### src/rtl/skinny_sbox8_ti2_sequencer.sv
// Serialises a 3-share SKINNY state through one shared TI2 S-box, one cell at a time.
// The working registers rotate left by one cell per capture, so the order is restored after NCELLS shifts.
module skinny_sbox8_ti2_sequencer #(
    parameter int unsigned NCELLS   = 16,
    parameter int unsigned SBOX_LAT = 4,
    parameter int unsigned CW       = 5
) (
    input  logic                  clk,
    input  logic                  rst_n,
    input  logic                  start,
    input  logic [8*NCELLS-1:0]   si0,
    input  logic [8*NCELLS-1:0]   si1,
    input  logic [8*NCELLS-1:0]   si2,
    output logic                  busy,
    output logic                  done,
    output logic [8*NCELLS-1:0]   so0,
    output logic [8*NCELLS-1:0]   so1,
    output logic [8*NCELLS-1:0]   so2,
    output logic [7:0]            sb_si0,
    output logic [7:0]            sb_si1,
    output logic [7:0]            sb_si2,
    input  logic [7:0]            sb_bo0,
    input  logic [7:0]            sb_bo1,
    input  logic [7:0]            sb_bo2
);

    localparam int unsigned SW = 8 * NCELLS;

    localparam logic [0:0] S_IDLE = 1'b0;
    localparam logic [0:0] S_RUN  = 1'b1;

    localparam logic [CW-1:0] LAST_CELL = CW'(NCELLS - 1);
    localparam logic [CW-1:0] WAIT_MAX  = CW'(SBOX_LAT);

    logic [0:0]    r_state;
    logic [CW-1:0] r_cell;
    logic [CW-1:0] r_wait;
    logic          r_done;
    logic [SW-1:0] r_w0;
    logic [SW-1:0] r_w1;
    logic [SW-1:0] r_w2;
    logic [7:0]    r_sb0;
    logic [7:0]    r_sb1;
    logic [7:0]    r_sb2;

    logic          w_capture;
    logic          w_last;

    assign w_capture = (r_state == S_RUN) && (r_wait == WAIT_MAX);
    assign w_last    = (r_cell == LAST_CELL);

    always_ff @(posedge clk or negedge rst_n) begin
        if (!rst_n) begin
            r_state <= S_IDLE;
            r_cell  <= '0;
            r_wait  <= '0;
            r_done  <= 1'b0;
            r_w0    <= '0;
            r_w1    <= '0;
            r_w2    <= '0;
            r_sb0   <= '0;
            r_sb1   <= '0;
            r_sb2   <= '0;
        end else begin
            r_done <= 1'b0;
            case (r_state)
                S_IDLE: begin
                    if (start) begin
                        r_w0    <= si0;
                        r_w1    <= si1;
                        r_w2    <= si2;
                        r_sb0   <= si0[SW-1 -: 8];
                        r_sb1   <= si1[SW-1 -: 8];
                        r_sb2   <= si2[SW-1 -: 8];
                        r_cell  <= '0;
                        r_wait  <= '0;
                        r_state <= S_RUN;
                    end
                end
                default: begin
                    if (!w_capture) begin
                        r_wait <= r_wait + CW'(1);
                    end else begin
                        // Result enters the low cell; the next top cell is the one just below the current top.
                        r_w0   <= {r_w0[SW-9:0], sb_bo0};
                        r_w1   <= {r_w1[SW-9:0], sb_bo1};
                        r_w2   <= {r_w2[SW-9:0], sb_bo2};
                        r_wait <= '0;
                        if (w_last) begin
                            r_sb0   <= '0;
                            r_sb1   <= '0;
                            r_sb2   <= '0;
                            r_cell  <= '0;
                            r_done  <= 1'b1;
                            r_state <= S_IDLE;
                        end else begin
                            r_sb0  <= r_w0[SW-9 -: 8];
                            r_sb1  <= r_w1[SW-9 -: 8];
                            r_sb2  <= r_w2[SW-9 -: 8];
                            r_cell <= r_cell + CW'(1);
                        end
                    end
                end
            endcase
        end
    end

    assign busy   = (r_state == S_RUN);
    assign done   = r_done;
    assign so0    = r_w0;
    assign so1    = r_w1;
    assign so2    = r_w2;
    assign sb_si0 = r_sb0;
    assign sb_si1 = r_sb1;
    assign sb_si2 = r_sb2;

endmodule

### config.mk
export PLATFORM = sky130hd
export DESIGN_NAME = skinny_sbox8_ti2_sequencer
export DESIGN_NICKNAME = d
export VERILOG_FILES = /design/src/rtl/skinny_sbox8_ti2_sequencer.sv
export SDC_FILE = /design/constraint.sdc
export NUM_CORES = 1
export LEC_CHECK = 0
export BUFFER_PORTS_ARGS = -buffer_cell sky130_fd_sc_hd__buf_2
export CORE_AREA = 3 3 316 318
export CTS_CLUSTER_SIZE = 28
export DETAILED_ROUTE_END_ITERATION = 12
export DIE_AREA = 0 0 319 321
export GPL_TIMING_DRIVEN = 1
export SLEW_MARGIN = 20
export SYNTH_ARGS = -nofsm -noshare
export SYNTH_HDL_FRONTEND = slang
export SYNTH_SLANG_ARGS = --single-unit
### constraint.sdc
create_clock -name clk -period 2 [get_ports clk]
set_input_delay 0.4 -clock clk [delete_from_list [all_inputs] [get_ports clk]]
set_output_delay 0.4 -clock clk [all_outputs]
set_load 0.02 [all_outputs]
==> results of run 1 <==
-- timing repair --
item	CTS	global route
resized for setup	33	202
gates cloned	6	17
hold buffers	1	0
endpoints found under the setup margin	365	319
pin swaps	0	0
buffers inserted	7	10
hold endpoints to repair	28	0
-- layout by cell type, fill, tap and decap left out, types with 25 or more instances in the layout --
cell	instances
buf_12	35
nand2_1	29
mux2_4	152
buf_4	62
mux2_1	37
inv_1	27
clkbuf_16	63
o21ai_0	28
mux2_2	579
o22ai_1	25
buf_2	818
dfrtp_1	416
-- metrics by stage --
step / setup TNS, ps / area [µm²] / utilization [%] / total power [mW]
after CTS: -3930 / 28900 / 29.8 / 52.6
after floorplan: 0 / 20700 / - / 31.8
final: 0 / 30100 / 31.1 / 54.7
after global routing: -10180 / 30100 / 31.1 / 57.5
after detailed placement: -4900 / 26700 / 27.6 / 42.0
after global placement: -1540 / 26700 / 27.6 / 41.7
-- per-layer routing --
metal	vias to the layer above	track usage, %
li1	7052	-
met1	8043	18.7
met2	521	24.3
met3	121	3.11
met4	2	5.18
met5	-	0
-- sequential cells by signal (all words and copies together), names as in the netlist --
register  count
r_cell        5
busy          1
so2         128
so0         128
so1         128
done          1
r_wait        5
sb_si2        8
sb_si1        8
sb_si0        8
-- logic make-up after synthesis --
kind of cell,Yosys count
flops,420
compound gates,61
mux,769
xor+xnor,2
fa+ha+maj,3
simple gates,50
buf+inv,126
-- cells in the mapped netlist, types with 2 or more instances --
master    instances  area [µm²]
inv_1            29         109
buf_2            39         195
nand2b_1          2        12.5
buf_6            39         439
o21ai_0          28         140
dfrtp_1         420       10500
buf_4             5        37.5
clkbuf_1         12        45.0
nor2_1            2        7.51
a31oi_1           3        18.8
nand2_1          29         109
nand4_1           2        12.5
nand3_1           7        35.0
ha_1              3        37.5
o22ai_1          25         156
mux2_2          728        8200
buf_1             2        7.51
mux2_1           40         450
xor2_1            2        17.5
-- final cells by class --
type	instances	area (µm²)	area share (%)
Multi-Input combinational cell	885	9930	33.0
Tap cell	1276	1600	5.31
Sequential cell	420	10500	35.0
Clock buffer	70	1480	4.91
Clock inverter	25	259	0.861
Inverter	29	109	0.362
Antenna cell	9	22.5	0.0749
Timing Repair Buffer	962	6170	20.5
-- worst min path at each step --
stage,start,to,slack [ps],cells after the start
6_report,start,r_wait[4],80,2
5_1_grt,start,r_wait[4],30,2
4_1_cts,start,r_wait[4],8,2
3_5_place_dp,rst_n,so2[98],420,1
3_3_place_gp,rst_n,so2[98],420,1
2_1_floorplan,rst_n,busy,100,0
-- power by group --
group	internal, mW	leakage (nW)	switching [mW]	total, mW
registers	13.0	4.88	4.52	17.5
clock network	5.70	0.864	3.91	9.61
logic	13.8	8.22	13.7	27.5
total	32.5	14.0	22.2	54.7
==> flow_summary.yaml, run 1 <==
cts:
  clock_path_buffers: 3
  cts.sinks: 420
  cts_root_buffer: "clkbuf_16"
  htree_levels: 2
  cts_made_buffers: 51
  clk_pin_slew_ps: 60
  worstSkewPairLatency_ps: 610
  cts_tree: "done"
placed_design:
  dp_hpwl_um: 60800
  post-place-cells: 3533
  gp_congestion: 0.866
  pre_cts_ws_ps: -55.4
  portBuffers: 820
critical_path:
  reg2reg_to: "so0[93]"
  crit_start: "r_wait[1]"
  critPathRequiredTime_ps: 2490
  cp_cell_sequence: "inv_2 > ha_4 > nand4bb_4 > o21ai_4 > buf_12 > buf_12 > buf_16 > buf_6 > mux2_2"
  worst_path_largest_cell_delay_ps: 390
  cpMaxStageDelayCell: "dfrtp_1"
  crit_family: "buffers and inverters"
  cp.arrival_ps: 2490
  rrSetupSlack_ps: 8
  timing.rr.start: "r_wait[1]"
  endpoint_kind: "flop"
  endpoint: "so0[93]"
  crit_type: "reg2reg"
  crit_cells: 9
  cp_max_fo: 8
  cp_common_cell: "buf_12"
  critical_path.n_buffers_inverters: 5
  rr_worst_depth: 9
  worstSetupStartpointType: "flop"
timing:
  tightestPinTransition_ps: 634
  clock_skew_ps: 12.7
  finalHoldViolations: 0
  relSlewSlack_pct: 57.7
  drv_slew: 0
  setup_viol: 0
  worst_slack_ps: 7.76
  min_period_ps: 1990
  rsz0062_at_grt: "true"
  clock.fmax_ghz: 0.502
  finalCritPeriodShare_pct: 99.6
  whs_ps: 79.0
cells_and_area:
  layout.nets: 2763
  drive_gt1_share_pct: 75.0
  layoutNonFillerInstCount: 3676
  fillCellCount: 9860
  syn_to_final_growth_pct: 45.7
die:
  core_um2: 96900
  chipWidth_um: 319
  die_h_um: 321
  start_util_pct: 21.3
  io_pins: 821
  die_area_um2: 102000
  row_count: 114
flow_run:
  cap_violations: 0
global_route:
  grt_pass1_vias: 16200
  grtUsageTotal_pct: 14.6
  grt_max_degree: 58
  grt_pass1_wl_um: 112000
  globalRoute.totalOverflow: 0
  grt_antenna_before_repair: 13
route:
  top_layer_used: "met5"
  drt_iter0_drc: 759
  totalWireLength_um: 82300
  met1_length_um: 35700
  ant_nets: 0
  avgRoutedWirePerCell_um: 22.4
  dr.pass1.iters: 4
  vias_per_cell: 4.28
  dr_wl_met3_um: 4180
  num_vias: 15700
  met2_length_um: 39900
  drc_errors: 0
hold_path:
  hold_class: "in2reg"
yosys:
  synth-simple-area-share_pct: 1.19
  synth-async-reset-ratio_pct: 100
  synth_cells: 1431
  synth_fa_ha_area_share_pct: 0.182
  synth_nets: 1845
  yosys_register_bits: 420
  synthFlopType: "dfrtp_1"
  synth_compound_area_share_pct: 1.70
  ys_seq_area_share_pct: 50.9
  synth_top_family_by_area: "multiplexers"
  yosys.area_share.xor_xnor_pct: 0.0848
  syn_area_um2: 20700
  synth-edff-count: 0
  syn_area_per_cell_um2: 14.4
  synth_cell_types: 33
  muxShareOfSynthArea_pct: 41.9
  ys_warn_count: 0
run_status:
  status: "finished clean"
power:
  ir_drop_mv: 0.966
  power_density_nw_per_um2: 1820
  leakagePower_nw: 14.0
Power figures use the tool's default switching activity.
==> inputs of run 2 (changes only) <==
--- a/config.mk
+++ b/config.mk
@@ -11,6 +11,7 @@
 export DETAILED_ROUTE_END_ITERATION = 12
 export DIE_AREA = 0 0 319 321
 export GPL_TIMING_DRIVEN = 1
+export SETUP_SLACK_MARGIN = 0.1
 export SLEW_MARGIN = 20
 export SYNTH_ARGS = -nofsm -noshare
 export SYNTH_HDL_FRONTEND = slang
==> constraint.sdc (replaced) <==
create_clock -name clk -period 2.28 [get_ports clk]
set_input_delay 0.456 -clock clk [delete_from_list [all_inputs] [get_ports clk]]
set_output_delay 0.456 -clock clk [all_outputs]
set_load 0.02 [all_outputs]
==> flow_summary.yaml, run 2 (synthesized netlist as in run 1, its figures left out) <==
die:
  chipWidth_um: 319
  die_area_um2: 102000
  die_h_um: 321
  start_util_pct: 21.3
  row_count: 114
  core_um2: 96900
  io_pins: 821
global_route:
  grt_antenna_before_repair: 7
  globalRoute.totalOverflow: 0
  grt_max_degree: 61
  grt_pass1_vias: 15900
  grt_pass1_wl_um: 109000
  grtUsageTotal_pct: 14.2
cells_and_area:
  layout_commonest_cell: "buf_2"
  most-common-layout-cells: "buf_2, mux2_2, dfrtp_1"
  layout.nets: 2715
  syn_to_final_growth_pct: 39.6
  drive_gt1_share_pct: 73.8
  layoutNonFillerInstCount: 3622
  fillCellCount: 9942
critical_path:
  cp_common_cell: "buf_12"
  cpMaxStageDelayCell: "dfrtp_1"
  cp_cell_sequence: "inv_1 > ha_4 > nand4bb_4 > o21ai_4 > buf_6 > buf_12 > buf_12 > clkbuf_16 > mux2_2"
  worst_path_largest_cell_delay_ps: 390
  cp_max_fo: 10
  endpoint_kind: "flop"
  critPathRequiredTime_ps: 2750
  crit_type: "reg2reg"
  worstSetupStartpointType: "flop"
  cp.arrival_ps: 2560
timing:
  tns_ps: 0
  clock_skew_ps: 19.7
  drv_slew: 0
  setup_viol: 0
  min_period_ps: 2090
  finalHoldViolations: 0
  worst_slack_ps: 186
  rsz0062_at_grt: "false"
  clock.fmax_ghz: 0.477
  tightestPinTransition_ps: 578
  finalCritPeriodShare_pct: 91.9
  relSlewSlack_pct: 61.4
placed_design:
  pre_cts_ws_ps: 148
  dp_hpwl_um: 59700
  gp_congestion: 0.869
  portBuffers: 820
  post-place-cells: 3498
power:
  power_density_nw_per_um2: 1590
  power_mw: 45.8
  leakagePower_nw: 13.1
  ir_drop_mv: 0.812
cts:
  worstSkewPairLatency_ps: 590
  htree_levels: 2
  cts.sinks: 420
  clk_pin_slew_ps: 60
  cts_made_buffers: 51
  cts_tree: "done"
  cts_root_buffer: "clkbuf_16"
  clock_path_buffers: 3
route:
  num_vias: 15400
  dr.pass1.iters: 5
  vias_per_cell: 4.26
  drt_iter0_drc: 741
  avgRoutedWirePerCell_um: 21.8
  totalWireLength_um: 78800
  drc_errors: 0
  ant_nets: 0
flow_run:
  cap_violations: 0
hold_path:
  hold_class: "in2reg"
run_status:
  status: "finished clean"
-- run 2: cell types whose count changed in the layout (fill, tap and decap cells not counted), moves of 4 or more --
cell	before	now
buf_12	35	20
mux2_2	579	728
buf_6	13	8
buf_8	10	5
mux2_4	152	0
clkbuf_1	6	13
clkinv_2	14	6
bufinv_16	4	8
buf_4	62	42
-- run 2: path summary, 6_finish.rpt --
check / from / end / slack, ps / depth (start not counted)
max: r_wait[1] / so0[114] / 190 / 9
min: start / r_wait[4] / 120 / 2
max reg2reg: r_wait[1] / so0[114] / 190 / 9
min reg2reg: so1[126] / so1[126] / 500 / 1
max in group asynchronous: rst_n / so2[66] / 980 / 4
min in group asynchronous: rst_n / so1[58] / 460 / 2
-- run 2: stage by stage --
step | hold WS (ps) | instance area [µm²] | utilization [%]
floorplan | 160 | 20700 | -
global placement | 466 | 26400 | 27.3
detailed placement | 481 | 26400 | 27.3
CTS | 44.4 | 28200 | 29.1
global route | 97.8 | 28800 | 29.8
finish | 120 | 28800 | 29.8
-- run 2: metal layers --
layer  track usage (%)  routed length, µm  vias to the layer above
met5                 0                  0                        -
met4              4.30               1890                        0
met3              3.05               4170                      106
met2              23.5              38400                      480
met1              18.5              34400                     7886
li1                  -                  -                     6968
-- run 2: power breakdown --
part	internal [mW]	switching [mW]	total, mW
clock	5.34	3.33	8.66
sequential	11.4	3.82	15.2
combinational	10.5	11.4	21.9
-- run 2: worst max-delay path: cells and delay by family, from the launching register on --
family	cells	cell delay (ps)
buf+inv	5	750
compound gates	1	190
flops	1	390
fa+ha+maj	1	160
mux	1	330
simple gates	1	130
-- run 2: timing repair --
action,4_1_cts,5_1_grt
endpoints found under the hold margin,35,0
pin swaps,0,1
resized for setup,0,34
setup buffers,0,11
setup endpoints to repair,1,295
cloned,0,15
hold buffers,1,0
-- run 2: layout make-up --
class | count | area [µm²] | area share [%]
flip-flops and latches | 420 | 10500 | 36.5
multi-input cells | 885 | 9350 | 32.4
repair buffers | 914 | 5490 | 19.0
well taps | 1276 | 1600 | 5.54
clock buffers | 74 | 1460 | 5.07
clock inverters | 18 | 302 | 1.05
inverters | 29 | 109 | 0.378
diodes | 6 | 15.0 | 0.0521
==> inputs of run 3 (changes only) <==
==> constraint.sdc (replaced) <==
create_clock -name clk -period 2.35 [get_ports clk]
set_input_delay 0.47 -clock clk [delete_from_list [all_inputs] [get_ports clk]]
set_output_delay 0.47 -clock clk [all_outputs]
set_load 0.02 [all_outputs]
==> flow_summary.yaml, run 3 (synthesized netlist as in run 1, its figures left out) <==
placed_design:
  dp_hpwl_um: 59800
  post-place-cells: 3503
  pre_cts_ws_ps: 259
  place_area_um2: 26400
  portBuffers: 820
  gp_congestion: 0.862
global_route:
  grt_antenna_before_repair: 18
  grt_pass1_wl_um: 109000
  grt_pass1_vias: 15800
  grt_max_degree: 77
  grtUsageTotal_pct: 14.2
  globalRoute.totalOverflow: 0
critical_path:
  worst_path_largest_cell_delay_ps: 410
  cp_cell_sequence: "inv_1 > ha_1 > nand4bb_1 > o21ai_4 > buf_12 > buf_12 > mux2_2"
  rrSetupSlack_ps: 230
  crit_type: "reg2reg"
  cpMaxStageDelayCell: "dfrtp_1"
  cp_max_fo: 45
  worstSetupStartpointType: "flop"
  critical_path.n_buffers_inverters: 3
  critPathRequiredTime_ps: 2830
  cp.arrival_ps: 2600
  endpoint_kind: "flop"
  crit_family: "buffers and inverters"
  cp_common_cell: "buf_12"
timing:
  drv_slew: 0
  finalHoldViolations: 0
  tns_ps: 0
  whs_ps: 146
  clock.fmax_ghz: 0.472
  worst_slack_ps: 231
  tightestPinTransition_ps: 583
  rsz0062_at_grt: "false"
  setup_viol: 0
  relSlewSlack_pct: 60.7
  finalCritPeriodShare_pct: 90.2
  min_period_ps: 2120
  clock_skew_ps: 14.5
cts:
  cts_tree: "done"
  worstSkewPairLatency_ps: 610
  cts_root_buffer: "clkbuf_16"
  cts.sinks: 420
  clk_pin_slew_ps: 60
  htree_levels: 2
  post_cts_buffers: 0
  clock_path_buffers: 3
  cts_made_buffers: 50
route:
  num_vias: 15300
  drc_errors: 0
  vias_per_cell: 4.25
  avgRoutedWirePerCell_um: 21.0
  ant_nets: 0
  drt_iter0_drc: 790
  totalWireLength_um: 75800
  dr.pass1.iters: 5
power:
  power_density_nw_per_um2: 1550
  leakagePower_nw: 12.9
  ir_drop_mv: 0.794
  power_mw: 43.8
die:
  die_area_um2: 102000
  start_util_pct: 21.3
  chipWidth_um: 319
  row_count: 114
  io_pins: 821
  core_um2: 96900
  die_h_um: 321
cells_and_area:
  layout.nets: 2693
  syn_to_final_growth_pct: 36.9
  drive_gt1_share_pct: 73.7
  layout_commonest_cell: "buf_2"
  most-common-layout-cells: "buf_2, mux2_2, dfrtp_1"
  fin_area_um2: 28300
  layoutNonFillerInstCount: 3602
  finalCoreUtilization_pct: 29.2
flow_run:
  cap_violations: 0
hold_path:
  hold_class: "in2reg"
run_status:
  status: "finished clean"
==> run 3: final cells by class <==
class,instances,area (µm²)
Antenna cell,10,25.0
Clock buffer,71,1500
Clock inverter,18,324
Fill cell,9969,68600
Inverter,29,109
Multi-Input combinational cell,885,9320
Sequential cell,420,10500
Tap cell,1276,1600
Timing Repair Buffer,893,4890
==> run 3: report_power, final <==
group / total, mW / internal [mW] / switching (mW)
clock network: 8.64 / 5.41 / 3.22
registers: 14.8 / 11.1 / 3.69
logic: 20.4 / 9.61 / 10.8
total: 43.8 / 26.1 / 17.7
==> run 3: worst paths after layout <==
path	start	to	cells after the start
max	r_wait[0]	sb_si0[1]	7
min	start	r_wait[4]	2
max reg2reg	r_wait[0]	sb_si0[1]	7
min reg2reg	so0[124]	so0[124]	1
max in group asynchronous	rst_n	so0[59]	4
min in group asynchronous	rst_n	so1[21]	2
==> run 3: worst register-to-register path, stage by stage, from the launching register on <==
cell	delay, ps
dfrtp_1	410
inv_1	70
ha_1	150
nand4bb_1	180
o21ai_4	240
buf_12	210
buf_12	320
mux2_2	410
==> run 3: routing by layer <==
| layer | GRT usage [%] | up-vias | share of wire [%] |
|---|---|---|---|
| li1 | - | 6921 | - |
| met1 | 18.4 | 7775 | 43 |
| met2 | 23.2 | 498 | 48 |
| met3 | 3.35 | 109 | 6.6 |
| met4 | 4.81 | 2 | 2.9 |
| met5 | 0 | - | 0.017 |
==> run 3: what timing repair did <==
| item | in CTS | in global routing |
|---|---|---|
| setup endpoints to repair | 1 | 0 |
| gates resized for setup | 0 | 0 |
| hold buffers | 1 | 0 |
| hold endpoints to repair | 23 | 0 |
